**src/rtl/spi_pkg.sv**
```systemverilog
// Shared SPI constants and state encoding for the single-byte SPI initiator.
package spi_pkg;

  localparam int unsigned SPI_WIDTH = 8;
  localparam int unsigned BIT_W     = $clog2(SPI_WIDTH);
  localparam int unsigned HALF_W    = 8;
  localparam int unsigned EDGE_W    = 5;
  localparam int unsigned N_EDGES   = 2 * SPI_WIDTH;

  // Mode defaults shared with the existing SPI slave.
  localparam bit SPI_CPOL_DEF = 1'b0;
  localparam bit SPI_CPHA_DEF = 1'b0;

  typedef enum logic [1:0] {
    ST_IDLE  = 2'd0,
    ST_SETUP = 2'd1,
    ST_XFER  = 2'd2,
    ST_HOLD  = 2'd3
  } spi_state_e;

endpackage

```
**src/rtl/spi_sck_gen.sv**
```systemverilog
// Half-period timer and sck toggle flop; flags leading/trailing/last sck edges.
module spi_sck_gen
  import spi_pkg::*;
#(
  parameter bit          CPOL    = SPI_CPOL_DEF,
  parameter int unsigned CLK_DIV = 4
) (
  input  logic clk,
  input  logic rst_n,
  input  logic i_run,
  input  logic i_xfer,
  output logic o_sck,
  output logic o_tick_c,
  output logic o_lead_c,
  output logic o_trail_c,
  output logic o_last_c
);

  logic [HALF_W-1:0] r_half_ct;
  logic [EDGE_W-1:0] r_edge_ct;
  logic              r_sck;
  logic              w_edge;

  assign o_tick_c  = i_run && (r_half_ct == HALF_W'(CLK_DIV - 1));
  assign w_edge    = o_tick_c && i_xfer;
  // The edge about to be generated is odd (leading) when the count so far is even.
  assign o_lead_c  = w_edge && !r_edge_ct[0];
  assign o_trail_c = w_edge && r_edge_ct[0];
  assign o_last_c  = w_edge && (r_edge_ct == EDGE_W'(N_EDGES - 1));
  assign o_sck     = r_sck;

  always_ff @(posedge clk or negedge rst_n) begin
    if (!rst_n) begin
      r_half_ct <= '0;
      r_edge_ct <= '0;
      r_sck     <= CPOL;
    end else begin
      r_half_ct <= (!i_run || o_tick_c) ? '0 : r_half_ct + HALF_W'(1);
      if (!i_xfer) begin
        r_edge_ct <= '0;
        r_sck     <= CPOL;
      end else if (w_edge) begin
        r_edge_ct <= r_edge_ct + EDGE_W'(1);
        r_sck     <= ~r_sck;
      end
    end
  end

endmodule

```
**src/rtl/spi_master.sv**
```systemverilog
// Single-byte, MSB-first, full-duplex SPI initiator with start/busy/done handshake.
module spi_master
  import spi_pkg::*;
#(
  parameter bit          CPOL    = SPI_CPOL_DEF,
  parameter bit          CPHA    = SPI_CPHA_DEF,
  parameter int unsigned CLK_DIV = 4
) (
  input  logic                 clk,
  input  logic                 rst_n,
  input  logic                 start,
  input  logic [SPI_WIDTH-1:0] data_in,
  input  logic                 miso,
  output logic                 mosi,
  output logic                 sck,
  output logic                 ss,
  output logic                 busy,
  output logic                 done,
  output logic [SPI_WIDTH-1:0] data_out
);

  if (CLK_DIV < 2 || CLK_DIV > 255) begin : g_bad_clk_div
    $error("spi_master: CLK_DIV must be within 2..255");
  end

  spi_state_e           r_state;
  logic [SPI_WIDTH-1:0] r_tx;
  logic [SPI_WIDTH-1:0] r_rx;
  logic [BIT_W-1:0]     r_bit_ct;
  logic                 r_mosi;
  logic                 r_ss;
  logic                 r_busy;
  logic                 r_done;
  logic [SPI_WIDTH-1:0] r_data_out;

  logic w_run, w_xfer, w_tick, w_lead, w_trail, w_last, w_sample, w_shift;

  assign w_run    = (r_state != ST_IDLE);
  assign w_xfer   = (r_state == ST_XFER);
  assign w_sample = CPHA ? w_trail : w_lead;
  // With CPHA=0 the first bit is presented in SETUP, so the final trailing edge shifts nothing.
  assign w_shift  = CPHA ? w_lead : (w_trail && !w_last);

  spi_sck_gen #(
    .CPOL    (CPOL),
    .CLK_DIV (CLK_DIV)
  ) u_sck_gen (
    .clk       (clk),
    .rst_n     (rst_n),
    .i_run     (w_run),
    .i_xfer    (w_xfer),
    .o_sck     (sck),
    .o_tick_c  (w_tick),
    .o_lead_c  (w_lead),
    .o_trail_c (w_trail),
    .o_last_c  (w_last)
  );

  always_ff @(posedge clk or negedge rst_n) begin
    if (!rst_n) begin
      r_state    <= ST_IDLE;
      r_tx       <= '0;
      r_rx       <= '0;
      r_bit_ct   <= '0;
      r_mosi     <= 1'b0;
      r_ss       <= 1'b1;
      r_busy     <= 1'b0;
      r_done     <= 1'b0;
      r_data_out <= '0;
    end else begin
      r_done <= 1'b0;
      case (r_state)
        ST_IDLE: begin
          if (start) begin
            r_state  <= ST_SETUP;
            r_ss     <= 1'b0;
            r_busy   <= 1'b1;
            r_bit_ct <= BIT_W'(SPI_WIDTH - 1);
            if (CPHA) begin
              r_tx <= data_in;
            end else begin
              r_mosi <= data_in[SPI_WIDTH-1];
              r_tx   <= {data_in[SPI_WIDTH-2:0], 1'b0};
            end
          end
        end
        ST_SETUP: begin
          if (w_tick) r_state <= ST_XFER;
        end
        ST_XFER: begin
          if (w_sample) begin
            r_rx[r_bit_ct] <= miso;
            r_bit_ct       <= r_bit_ct - BIT_W'(1);
          end
          if (w_shift) begin
            r_mosi <= r_tx[SPI_WIDTH-1];
            r_tx   <= {r_tx[SPI_WIDTH-2:0], 1'b0};
          end
          if (w_last) r_state <= ST_HOLD;
        end
        ST_HOLD: begin
          if (w_tick) begin
            r_state    <= ST_IDLE;
            r_ss       <= 1'b1;
            r_busy     <= 1'b0;
            r_done     <= 1'b1;
            r_data_out <= r_rx;
          end
        end
        default: r_state <= ST_IDLE;
      endcase
    end
  end

  assign mosi     = r_mosi;
  assign ss       = r_ss;
  assign busy     = r_busy;
  assign done     = r_done;
  assign data_out = r_data_out;

endmodule

```
**config.mk**
```make
export PLATFORM = sky130hd
export DESIGN_NAME = spi_master
export DESIGN_NICKNAME = d
export VERILOG_FILES = /design/src/rtl/spi_pkg.sv /design/src/rtl/spi_sck_gen.sv /design/src/rtl/spi_master.sv
export SDC_FILE = /design/constraint.sdc
export NUM_CORES = 1
export LEC_CHECK = 0
export BUFFER_PORTS_ARGS = -buffer_cell sky130_fd_sc_hd__buf_2
export CAP_MARGIN = 20
export CORE_MARGIN = 4
export CORE_UTILIZATION = 25
export DETAILED_ROUTE_END_ITERATION = 8
export PLACE_DENSITY = 0.52
export SLEW_MARGIN = 20
export SYNTH_ARGS = -nofsm -noshare
export SYNTH_HDL_FRONTEND = slang
export SYNTH_HIERARCHICAL = 1
export SYNTH_SLANG_ARGS = --single-unit
export TNS_END_PERCENT = 10
```
**constraint.sdc**
```tcl
create_clock -name clk -period 2.9 [get_ports clk]
set_input_delay 0.725 -clock clk [delete_from_list [all_inputs] [get_ports clk]]
set_output_delay 0.725 -clock clk [all_outputs]
set_load 0.01 [all_outputs]
```
==> impl_metrics.xml <==
<?xml version="1.0" encoding="UTF-8"?>
<metrics>
  <group name="detailed_routing">
    <metric name="firstDrtPassIters" unit="">4</metric>
    <metric name="routedWlPerCell" unit="um">12.9</metric>
    <metric name="first_iter_violations" unit="">33</metric>
    <metric name="ant_nets" unit="">0</metric>
    <metric name="avgViaCountPerCell" unit="">4.46</metric>
    <metric name="routed-via-count" unit="">1486</metric>
    <metric name="wl" unit="um">4310</metric>
    <metric name="drc" unit="">0</metric>
  </group>
  <group name="place">
    <metric name="dpl.hpwl" unit="um">3130</metric>
    <metric name="place.port_buffers" unit="">24</metric>
    <metric name="preCtsSetupSlack" unit="ns">0.215</metric>
    <metric name="placed_cell_area" unit="um^2">2520</metric>
    <metric name="gp_routability_congestion" unit="">0.747</metric>
  </group>
  <group name="setup_path">
    <metric name="critical_path.max_stage_delay" unit="ns">0.53</metric>
    <metric name="timing.critical_path.cells" unit="">inv_1 &gt; ha_1 &gt; inv_1 &gt; or4b_1 &gt; nor2_1 &gt; and3_1 &gt; nand2b_1 &gt; a21oi_4 &gt; mux2_2</metric>
    <metric name="critPathCaptureType" unit="">register</metric>
    <metric name="timing.critical_path.from_type" unit="">register</metric>
    <metric name="critical_path.slowest_cell" unit="">sky130_fd_sc_hd__or4b_1</metric>
    <metric name="critical_path_start_end_classification" unit="">reg2reg</metric>
    <metric name="cp.required" unit="ns">3.09</metric>
    <metric name="critical-path-top-cell-by-count" unit="">sky130_fd_sc_hd__inv_1</metric>
    <metric name="data_arrival_at_the_endpoint_of_the_critical_path" unit="ns">2.84</metric>
    <metric name="critical_path.max_fanout" unit="">8</metric>
  </group>
  <group name="floorplan">
    <metric name="die_width" unit="um">103</metric>
    <metric name="initial_util" unit="%">25.8</metric>
    <metric name="design.die.area" unit="um^2">10600</metric>
    <metric name="placement_rows" unit="">34</metric>
    <metric name="design.core.area" unit="um^2">8760</metric>
    <metric name="die-height" unit="um">103</metric>
    <metric name="top_level_ports" unit="">25</metric>
  </group>
  <group name="synthesis">
    <metric name="synth_cell_types" unit="">35</metric>
    <metric name="synth.most_common_cell" unit="">sky130_fd_sc_hd__dfrtp_1</metric>
    <metric name="synthDominantAreaCellType" unit="">sky130_fd_sc_hd__dfrtp_1</metric>
    <metric name="syn-instance-count" unit="">193</metric>
    <metric name="postSynth.asyncResetShare" unit="%">100</metric>
    <metric name="synth.avg_cell_area" unit="um^2">11.7</metric>
    <metric name="synth_sequential_area_ratio" unit="%">51.0</metric>
    <metric name="post_synth_and_or_nand_nor_area_fraction" unit="%">12.9</metric>
    <metric name="mappedNetlistNets" unit="">215</metric>
    <metric name="combinational_family_with_the_most_area_after_synthesis" unit="">multiplexers</metric>
    <metric name="synth_top_flop_cell" unit="">sky130_fd_sc_hd__dfrtp_1</metric>
    <metric name="synth.ff_latch_count" unit="">46</metric>
    <metric name="yosysTopAreaCellShare" unit="%">49.9</metric>
    <metric name="ys_warn_count" unit="">6</metric>
    <metric name="synth-xor-area-share" unit="%">1.16</metric>
    <metric name="synth_top_cells_by_area" unit="">sky130_fd_sc_hd__dfrtp_1 (50%), sky130_fd_sc_hd__mux2_2 (16%), sky130_fd_sc_hd__ha_1 (5.5%), sky130_fd_sc_hd__nor2_1 (2.3%), sky130_fd_sc_hd__inv_1 (2.2%)</metric>
    <metric name="mappedNetlistArea" unit="um^2">2260</metric>
    <metric name="synth_common_cells" unit="">sky130_fd_sc_hd__dfrtp_1 (45), sky130_fd_sc_hd__mux2_2 (33), sky130_fd_sc_hd__nor2_1 (14)</metric>
    <metric name="synth-compound-area-share" unit="%">8.31</metric>
    <metric name="muxShareOfSynthArea" unit="%">17.8</metric>
    <metric name="yosys.area_share.adder" unit="%">5.54</metric>
    <metric name="post_synth_edffs" unit="">0</metric>
  </group>
  <group name="sta">
    <metric name="fmax" unit="GHz">0.378</metric>
    <metric name="final-hold-violation-count" unit="">0</metric>
    <metric name="final_setup_viols" unit="">0</metric>
    <metric name="tightest_slew" unit="ns">0.772</metric>
    <metric name="finalMaxSlewViolations" unit="">0</metric>
    <metric name="slew_hr" unit="%">48.0</metric>
    <metric name="worst_clock_skew_on_the_final_layout" unit="ns">0.0131</metric>
    <metric name="layout_worst_path_cycle_share" unit="%">91.2</metric>
    <metric name="finalWorstSetupSlack" unit="ns">0.255</metric>
    <metric name="totalNegativeSetupSlack" unit="ns">0</metric>
    <metric name="min_period" unit="ns">2.65</metric>
    <metric name="grt_setup_unrepaired" unit="">false</metric>
  </group>
  <group name="pwr">
    <metric name="switching_share" unit="%">22.3</metric>
    <metric name="seq_power_share" unit="%">60.9</metric>
    <metric name="leakage" unit="nW">1.24</metric>
    <metric name="power-per-cell-area" unit="nW/um^2">407</metric>
    <metric name="clockPowerShare" unit="%">36.5</metric>
    <metric name="power_report.internal_total" unit="W">0.000826</metric>
    <metric name="comb_power_share" unit="%">2.6</metric>
    <metric name="worst_ir_drop_vdd" unit="V">0.000156</metric>
    <metric name="p_switching" unit="W">0.000237</metric>
  </group>
  <group name="global_routing">
    <metric name="via_count_of_the_first_global_routing_pass" unit="">1579</metric>
    <metric name="track_usage" unit="%">9.26</metric>
    <metric name="global_route.overflow_total" unit="">0</metric>
    <metric name="antenna_violations_before_repair" unit="">0</metric>
    <metric name="grt_max_degree" unit="">28</metric>
    <metric name="grt_pass1_wl" unit="um">7710</metric>
  </group>
  <group name="hold_path">
    <metric name="min-delay-path-class" unit="">in2async</metric>
  </group>
  <group name="cells_and_area">
    <metric name="final_design_area_no_fill" unit="um^2">2610</metric>
    <metric name="utilization" unit="%">29.8</metric>
    <metric name="n_antenna_cell" unit="">0</metric>
    <metric name="n_fill_cell" unit="">937</metric>
    <metric name="seq_cell_area" unit="um^2">1150</metric>
    <metric name="drive_gt1_share" unit="%">32.0</metric>
    <metric name="multi_input_comb_area" unit="um^2">1040</metric>
    <metric name="synthesis_to_finish_area_growth" unit="%">15.5</metric>
    <metric name="finish.net_count" unit="">246</metric>
  </group>
  <group name="cts">
    <metric name="clk_root_buffer_cell" unit="">sky130_fd_sc_hd__clkbuf_8</metric>
    <metric name="cts.sink_count" unit="">46</metric>
    <metric name="cts_tree" unit="">yes</metric>
    <metric name="clock_latency" unit="ns">0.30</metric>
    <metric name="postCtsHoldBufs" unit="">0</metric>
    <metric name="clock_tree.buffer_depth" unit="">2</metric>
    <metric name="htreeDepth" unit="">2</metric>
    <metric name="numCtsBuffers" unit="">5</metric>
    <metric name="clk_pin_slew_worst_paths" unit="ns">0.09</metric>
  </group>
  <group name="flow_run">
    <metric name="drv_cap" unit="">0</metric>
  </group>
  <group name="outcome">
    <metric name="status" unit="">finished, final reports clean</metric>
  </group>
</metrics>
[repair_timing]
item | CTS | global route
hold endpoints to repair | 0 | 0
resized for setup | 0 | 1
setup buffers | 0 | 0
setup endpoints to repair | 0 | 10
[worst max-delay path, delay by kind of cell, from the launching register on]
family	cells	cell delay [ns]
buffers and inverters	2	0.26
AOI/OAI and AO/OA	1	0.31
adders and majority gates	1	0.28
muxes	1	0.37
DFF	1	0.39
and+or+nand+nor	4	0.94
[through the flow]
| step | total power [W] | hold WS (ns) | std cells |
|---|---|---|---|
| after CTS | 0.00108 | 0.377 | 333 |
| after detailed placement | 0.000690 | 0.486 | 325 |
| final | 0.00106 | 0.360 | 333 |
| after global placement | 0.000689 | 0.481 | 325 |
| after floorplan | 0.000664 | 0.429 | 193 |
| after global routing | 0.00112 | 0.400 | 333 |
[logic make-up (layout without fill, tap and decap cells)]
group | count (synthesis) | count (layout)
and+or+nand+nor | 54 | 54
DFF | 46 | 46
muxes | 36 | 36
AOI/OAI and AO/OA | 27 | 27
buffers and inverters | 17 | 49
adders and majority gates | 10 | 10
xor gates and xnor gates | 3 | 3
[final cells by class]
class                           count  area share, %
Clock inverter                      1          0.288
Tap cell                          108           5.18
Sequential cell                    46           44.2
Timing Repair Buffer               28           5.76
Clock buffer                        7           2.93
Inverter                           13           1.87
Multi-Input combinational cell    130           39.8
[cell usage in the layout, fill, tap and decap left out, types with 5 or more instances in the layout]
master / netlist / routed
sky130_fd_sc_hd__ha_1: 10 / 10
sky130_fd_sc_hd__mux2_2: 33 / 33
sky130_fd_sc_hd__dfrtp_1: 45 / 45
sky130_fd_sc_hd__clkbuf_8: 0 / 5
sky130_fd_sc_hd__nand3_1: 7 / 7
sky130_fd_sc_hd__o21ai_0: 8 / 8
sky130_fd_sc_hd__nor2_1: 14 / 14
sky130_fd_sc_hd__nand2b_1: 6 / 6
sky130_fd_sc_hd__nand2_1: 8 / 8
sky130_fd_sc_hd__buf_2: 2 / 24
sky130_fd_sc_hd__a21oi_1: 8 / 8
sky130_fd_sc_hd__inv_1: 13 / 13
[metal layers]
metal,GRT usage [%],share of wire [%],vias up
met4,2.99,1.4,0
li1,-,-,744
met1,12.7,49,712
met2,14.4,46,24
met3,2.17,3.3,6
met5,0,0,-
[power by group through the flow]
| stage | Sequential (W) | Clock, W | Combinational, W |
|---|---|---|---|
| after floorplan | 0.000659 | 0 | 0.00000489 |
| after CTS | 0.000647 | 0.000408 | 0.0000298 |
| final | 0.000647 | 0.000388 | 0.0000279 |
| after detailed placement | 0.000660 | 0 | 0.0000298 |
| after global placement | 0.000660 | 0 | 0.0000290 |
| after global routing | 0.000648 | 0.000435 | 0.0000327 |
[registers in the layout, indices dropped and copies added, names as in the netlist, 2 cells and up]
| register | count |
|---|---|
| r_rx | 8 |
| r_tx | 7 |
| u_sck_gen/r_edge_ct | 5 |
| r_bit_ct | 3 |
| u_sck_gen/r_half_ct | 8 |
| r_state | 2 |
| data_out | 8 |
[worst paths after layout]
check | slack (ns) | startpoint | end | depth (start not counted)
worst max-delay path | 0.25 | r_state[0]$_DFFE_PN0P_ | r_tx[5]$_DFFE_PN0P_ | 9
worst min-delay path | 0.36 | rst_n | u_sck_gen/r_half_ct[4]$_DFF_PN0_ | 1
worst max register to register | 0.25 | r_state[0]$_DFFE_PN0P_ | r_tx[5]$_DFFE_PN0P_ | 9
worst min register to register | 0.50 | u_sck_gen/r_half_ct[0]$_DFF_PN0_ | u_sck_gen/r_half_ct[0]$_DFF_PN0_ | 1
max in group asynchronous | 1.77 | rst_n | ss$_DFFE_PN1P_ | 2
min in group clk | 0.50 | u_sck_gen/r_half_ct[0]$_DFF_PN0_ | u_sck_gen/r_half_ct[0]$_DFF_PN0_ | 1
Power figures use the tool's default switching activity.
